--- config.mk ---
export PLATFORM = sky130hd
export DESIGN_NAME = color_frame_classifier
export DESIGN_NICKNAME = d
export VERILOG_FILES = /design/src/rtl/color_frame_classifier.sv
export SDC_FILE = /design/constraint.sdc
export NUM_CORES = 1
export LEC_CHECK = 0
export ABC_AREA = 1
export CORE_ASPECT_RATIO = 0.9
export CORE_UTILIZATION = 30
export DETAILED_ROUTE_END_ITERATION = 7
export GPL_ROUTABILITY_DRIVEN = 0
export PLACE_DENSITY = 0.47
export REMOVE_ABC_BUFFERS = 1
export SKIP_CTS_REPAIR_TIMING = 1
export SYNTH_ARGS = -nofsm -noshare
export SYNTH_HDL_FRONTEND = slang
export SYNTH_SLANG_ARGS = --single-unit
--- constraint.sdc ---
create_clock -name CLK -period 2.3 [get_ports CLK]
set_input_delay 0.46 -clock CLK [delete_from_list [all_inputs] [get_ports CLK]]
set_output_delay 0.46 -clock CLK [all_outputs]
set_load 0.05 [all_outputs]
--- src/rtl/color_frame_classifier.sv ---
// Per-frame red/blue majority classifier on an RGB332 frame-buffer read stream.
// Optional horizontal band position detection is enabled by defining COLOR_POSITION_EN.
module color_frame_classifier #(
    parameter int unsigned SCREEN_W     = 176,
    parameter int unsigned SCREEN_H     = 144,
    parameter int unsigned COLOR_THRESH = 2000
) (
    input  logic       CLK,
    input  logic       RESET_N,
    input  logic [7:0] PIXEL_IN,
    input  logic [9:0] VGA_PIXEL_X,
    input  logic [9:0] VGA_PIXEL_Y,
    input  logic       VGA_VSYNC_NEG,
    output logic [8:0] RESULT,
    output logic       RESULT_VALID
);

    localparam int unsigned COORD_W = 10;
    localparam int unsigned CNT_W   = 15;
    localparam int unsigned SEQ_W   = 5;

    localparam logic [COORD_W-1:0] X_LIM    = COORD_W'(SCREEN_W);
    localparam logic [COORD_W-1:0] Y_LIM    = COORD_W'(SCREEN_H);
    localparam logic [CNT_W-1:0]   CNT_MAX  = '1;
    localparam logic [CNT_W-1:0]   THRESH   = CNT_W'(COLOR_THRESH);

    typedef enum logic [1:0] {
        ST_IDLE   = 2'd0,
        ST_ACCUM  = 2'd1,
        ST_DECIDE = 2'd2
    } state_t;

    state_t               r_state;
    state_t               w_state_next;
    logic [COORD_W-1:0]   r_x_d;
    logic [COORD_W-1:0]   r_y_d;
    logic                 r_vsync_prev;
    logic [CNT_W-1:0]     r_red_cnt;
    logic [CNT_W-1:0]     r_blue_cnt;
    logic [SEQ_W-1:0]     r_seq;

    logic                 w_frame_edge;
    logic                 w_decide;
    logic                 w_in_win;
    logic                 w_count_en;
    logic                 w_is_red;
    logic                 w_is_blue;
    logic [2:0]           w_r;
    logic [2:0]           w_g;
    logic [1:0]           w_b;
    logic                 w_red_wins;
    logic                 w_blue_wins;
    logic [1:0]           w_color;
    logic [1:0]           w_pos;

    // Pixel data trails its address by one clock, so qualify against delayed coordinates.
    always_ff @(posedge CLK or negedge RESET_N) begin
        if (!RESET_N) begin
            r_x_d        <= '0;
            r_y_d        <= '0;
            r_vsync_prev <= 1'b1;
        end else begin
            r_x_d        <= VGA_PIXEL_X;
            r_y_d        <= VGA_PIXEL_Y;
            r_vsync_prev <= VGA_VSYNC_NEG;
        end
    end

    assign w_frame_edge = r_vsync_prev & ~VGA_VSYNC_NEG;
    assign w_in_win     = (r_x_d < X_LIM) && (r_y_d < Y_LIM);

    assign w_r       = PIXEL_IN[7:5];
    assign w_g       = PIXEL_IN[4:2];
    assign w_b       = PIXEL_IN[1:0];
    assign w_is_red  = (w_r >= 3'd5) && (w_g <= 3'd2) && (w_b <= 2'd1);
    assign w_is_blue = (w_b == 2'd3) && (w_r <= 3'd2) && (w_g <= 3'd2);

    always_ff @(posedge CLK or negedge RESET_N) begin
        if (!RESET_N) begin
            r_state <= ST_IDLE;
        end else begin
            r_state <= w_state_next;
        end
    end

    // The decision is registered on the ACCUM->DECIDE edge so the strobe is visible during DECIDE.
    always_comb begin
        w_state_next = r_state;
        w_decide     = 1'b0;
        case (r_state)
            ST_IDLE: begin
                if (w_frame_edge) begin
                    w_state_next = ST_ACCUM;
                end
            end
            ST_ACCUM: begin
                if (w_frame_edge) begin
                    w_state_next = ST_DECIDE;
                    w_decide     = 1'b1;
                end
            end
            ST_DECIDE: begin
                w_state_next = ST_ACCUM;
            end
            default: begin
                w_state_next = ST_IDLE;
            end
        endcase
    end

    assign w_count_en = (r_state == ST_ACCUM) && w_in_win;

    // Counters only run in ACCUM; IDLE holds them at zero and DECIDE clears them.
    always_ff @(posedge CLK or negedge RESET_N) begin
        if (!RESET_N) begin
            r_red_cnt  <= '0;
            r_blue_cnt <= '0;
        end else if (r_state != ST_ACCUM) begin
            r_red_cnt  <= '0;
            r_blue_cnt <= '0;
        end else begin
            if (w_count_en && w_is_red && (r_red_cnt != CNT_MAX)) begin
                r_red_cnt <= r_red_cnt + CNT_W'(1);
            end
            if (w_count_en && w_is_blue && (r_blue_cnt != CNT_MAX)) begin
                r_blue_cnt <= r_blue_cnt + CNT_W'(1);
            end
        end
    end

    assign w_red_wins  = (r_red_cnt >= THRESH) && (r_red_cnt > r_blue_cnt);
    assign w_blue_wins = (r_blue_cnt >= THRESH) && (r_blue_cnt > r_red_cnt);

    always_comb begin
        w_color = 2'b00;
        if (w_red_wins) begin
            w_color = 2'b01;
        end else if (w_blue_wins) begin
            w_color = 2'b10;
        end
    end

`ifdef COLOR_POSITION_EN
    localparam logic [COORD_W-1:0] BAND_L_LIM = COORD_W'(SCREEN_W / 3);
    localparam logic [COORD_W-1:0] BAND_C_LIM = COORD_W'((2 * SCREEN_W) / 3);

    logic [CNT_W-1:0] r_band_l;
    logic [CNT_W-1:0] r_band_c;
    logic [CNT_W-1:0] r_band_r;
    logic             w_band_en;

    assign w_band_en = w_count_en && (w_is_red || w_is_blue);

    // Column band counters share the color counters' clear behaviour.
    always_ff @(posedge CLK or negedge RESET_N) begin
        if (!RESET_N) begin
            r_band_l <= '0;
            r_band_c <= '0;
            r_band_r <= '0;
        end else if (r_state != ST_ACCUM) begin
            r_band_l <= '0;
            r_band_c <= '0;
            r_band_r <= '0;
        end else if (w_band_en) begin
            if (r_x_d < BAND_L_LIM) begin
                if (r_band_l != CNT_MAX) r_band_l <= r_band_l + CNT_W'(1);
            end else if (r_x_d < BAND_C_LIM) begin
                if (r_band_c != CNT_MAX) r_band_c <= r_band_c + CNT_W'(1);
            end else begin
                if (r_band_r != CNT_MAX) r_band_r <= r_band_r + CNT_W'(1);
            end
        end
    end

    // Largest band wins; ties resolve center, then left, then right.
    always_comb begin
        w_pos = 2'b00;
        if (w_color != 2'b00) begin
            if ((r_band_c >= r_band_l) && (r_band_c >= r_band_r)) begin
                w_pos = 2'b10;
            end else if (r_band_l >= r_band_r) begin
                w_pos = 2'b01;
            end else begin
                w_pos = 2'b11;
            end
        end
    end
`else
    assign w_pos = 2'b00;
`endif

    always_ff @(posedge CLK or negedge RESET_N) begin
        if (!RESET_N) begin
            RESULT       <= '0;
            RESULT_VALID <= 1'b0;
            r_seq        <= '0;
        end else begin
            RESULT_VALID <= w_decide;
            if (w_decide) begin
                r_seq  <= r_seq + SEQ_W'(1);
                RESULT <= {r_seq + SEQ_W'(1), w_pos, w_color};
            end
        end
    end

endmodule

==> flow_metrics.env <==
export IMPL_dpl_cell_area_um2=3870
export IMPL_first_pass_iters=4
export IMPL_fin_area_um2=4020
export IMPL_place_ws_ns=0.149
export IMPL_grt_pass1_vias=2543
export IMPL_final_cell_mix="nand2_1 (121), inv_1 (62), nand3_1 (54), dfrtp_1 (52), nor2_1 (42)"
export IMPL_startpoint_type="register"
export IMPL_route_detailed_wl_per_inst_um=12.4
export IMPL_dp_hpwl_um=5910
export IMPL_antenna_cells=0
export IMPL_grt_pass1_wl_um=13300
export IMPL_routed_wl_um=7900
export IMPL_final_hold_violation_count=0
export IMPL_cp_arrival_ns=2.26
export IMPL_setup_violations=0
export IMPL_vias=2851
export IMPL_htree_levels=2
export IMPL_yosys_warnings=0
export IMPL_synthCells=451
export IMPL_postRouteAntennaNets=0
export IMPL_critPathKind="register to register"
export IMPL_hold_class="input port to asynchronous set/reset pin"
export IMPL_final_common_cell="nand2_1"
export IMPL_core_area_um2=10900
export IMPL_fp_dieW_um=115
export IMPL_multi_input_area_um2=1790
export IMPL_synth_ff_type="dfrtp_1"
export IMPL_ys_seq_elements=53
export IMPL_crit_slowest_cell="dfrtp_1"
export IMPL_skew_ns=0.00603
export IMPL_dp_cells=627
export IMPL_via_per_inst=4.49
export IMPL_finalSetupTns_ns=0
export IMPL_antenna_found_initial=0
export IMPL_drive_gt1_share_pct=7.66
export IMPL_power_leakage_uw=0.00207
export IMPL_relSlewSlack_pct=60.8
export IMPL_status="finished, final reports clean"
export IMPL_synth_avg_cell_area_um2=7.58
export IMPL_path_buf_inv=0
export IMPL_tightest_slew_ns=0.589
export IMPL_cts_tree="done"
export IMPL_yosysSeqAreaShare_pct=38.8
export IMPL_fin_total_pwr_uw=2340
export IMPL_synth_async_sr_flop_share_pct=100
export IMPL_ctsRootBufferMaster="clkbuf_16"
export IMPL_regArea_um2=1330
export IMPL_ios=41
export IMPL_ir_drop_v=0.000496
export IMPL_initial_core_util_pct=31.2
export IMPL_cts_buffers=5
export IMPL_drt_iter0_markers=150
export IMPL_cp_end_kind="register"
export IMPL_cp_required_ns=2.53
export IMPL_crit_fanout=14
export IMPL_grtUsageTotal_pct=14.6
export IMPL_max_stage_delay_ns=0.46
export IMPL_synth_edf_count=0
export IMPL_clkTransAtPathRegs_ns=0.07
export IMPL_cp_top_family="simple AND/OR/NAND/NOR gates"
export IMPL_fin_ws_ns=0.271
export IMPL_grt_max_degree=53
export IMPL_nFillCells=1156
export IMPL_max_freq_mhz=493
export IMPL_area_growth_pct=17.6
export IMPL_die_area_um2=11800
export IMPL_instances_no_fill=635
export IMPL_cts_buffer_depth=2
export IMPL_port_buffers=30
export IMPL_slew_violations=0
export IMPL_nNetsFinal=533
export IMPL_syn_area_um2=3420
export IMPL_path_cells="ha_1, nand3_1, nor2_2, nand2_1, nor2_2, nand2_2, nand2_2, nand3_1, nand2_1"
export IMPL_post_route_period_util_pct=88.2
export IMPL_ys_types=33
export IMPL_fp_row_count=36
export IMPL_worstSkewPairLatency_ns=0.29
export IMPL_rsz0062_at_grt="no"
export IMPL_drc_errors=0
export IMPL_cts_sinks=53
export IMPL_drv_cap=0
export IMPL_period_needed_ns=2.03
export IMPL_power_density_nw_per_um2=582
export IMPL_overflow=0
export IMPL_die_y_um=103
[report_power, final]
group          switching, uW  internal [uW]  total (uW)
Clock                    357            407         765
Sequential              45.4            988        1030
Combinational            395            146         541
[routing by layer]
metal	track usage (%)	vias to the layer above	share of wire [%]
met5	0	-	0
met4	2.70	0	0.51
met3	2.97	2	5.2
met2	22.0	57	42
met1	21.7	1283	52
li1	-	1509	-
[through the flow]
stage / util [%] / hold slack [ns]
2_1_floorplan: - / 0.164
3_3_place_gp: 35.4 / 0.469
3_5_place_dp: 35.4 / 0.466
4_1_cts: 36.7 / 0.172
5_1_grt: 36.7 / 0.192
6_report: 36.7 / 0.150
[cells in the mapped netlist (6+ instances only)]
master	count	area, um2
nor2_2	6	37.5
inv_1	62	233
nand4_1	24	150
nor2_1	42	158
ha_1	20	250
dfrtp_1	52	1300
a21oi_1	13	65.1
nand3_1	54	270
nand2_1	121	454
nand3_2	10	100
o21ai_0	6	30.0
xor2_1	12	105
[area by class of cell]
| type | instances | area share [%] |
|---|---|---|
| Timing Repair Buffer | 33 | 8.22 |
| Sequential cell | 53 | 33.0 |
| Clock inverter | 2 | 0.405 |
| Tap cell | 152 | 4.73 |
| Inverter | 63 | 5.88 |
| Clock buffer | 6 | 3.21 |
| Multi-Input combinational cell | 326 | 44.5 |
[sequential cells by signal (all words and copies together) (netlist names)]
register      cells
r_vsync_prev      1
RESULT_VALID      1
r_red_cnt        15
r_state           2
r_x_d             6
r_blue_cnt       15
r_y_d             6
RESULT            2
r_seq             5
[final timing paths]
check	start	endpoint	slack, ns	cells after the start
min in group CLK	r_seq[4]	r_seq[4]	0.49	1
min	RESET_N	r_red_cnt[2]	0.15	1
max in group asynchronous	RESET_N	r_vsync_prev	1.52	2
min reg2reg	r_seq[4]	r_seq[4]	0.49	1
max	r_blue_cnt[1]	r_blue_cnt[8]	0.27	9
max reg2reg	r_blue_cnt[1]	r_blue_cnt[8]	0.27	9
[cells by family (layout without fill, tap and decap cells)]
| logic type | after synthesis | count (layout) | share of synthesized area (%) |
|---|---|---|---|
| xor gates and xnor gates | 14 | 14 | 3.59 |
| AOI/OAI and AO/OA | 22 | 22 | 3.44 |
| and+or+nand+nor | 268 | 268 | 37.8 |
| other | 1 | 2 | 0.110 |
| buffers and inverters | 73 | 104 | 8.89 |
| adders and majority gates | 20 | 20 | 7.32 |
| DFF | 53 | 53 | 38.8 |
Power figures use the tool's default switching activity.
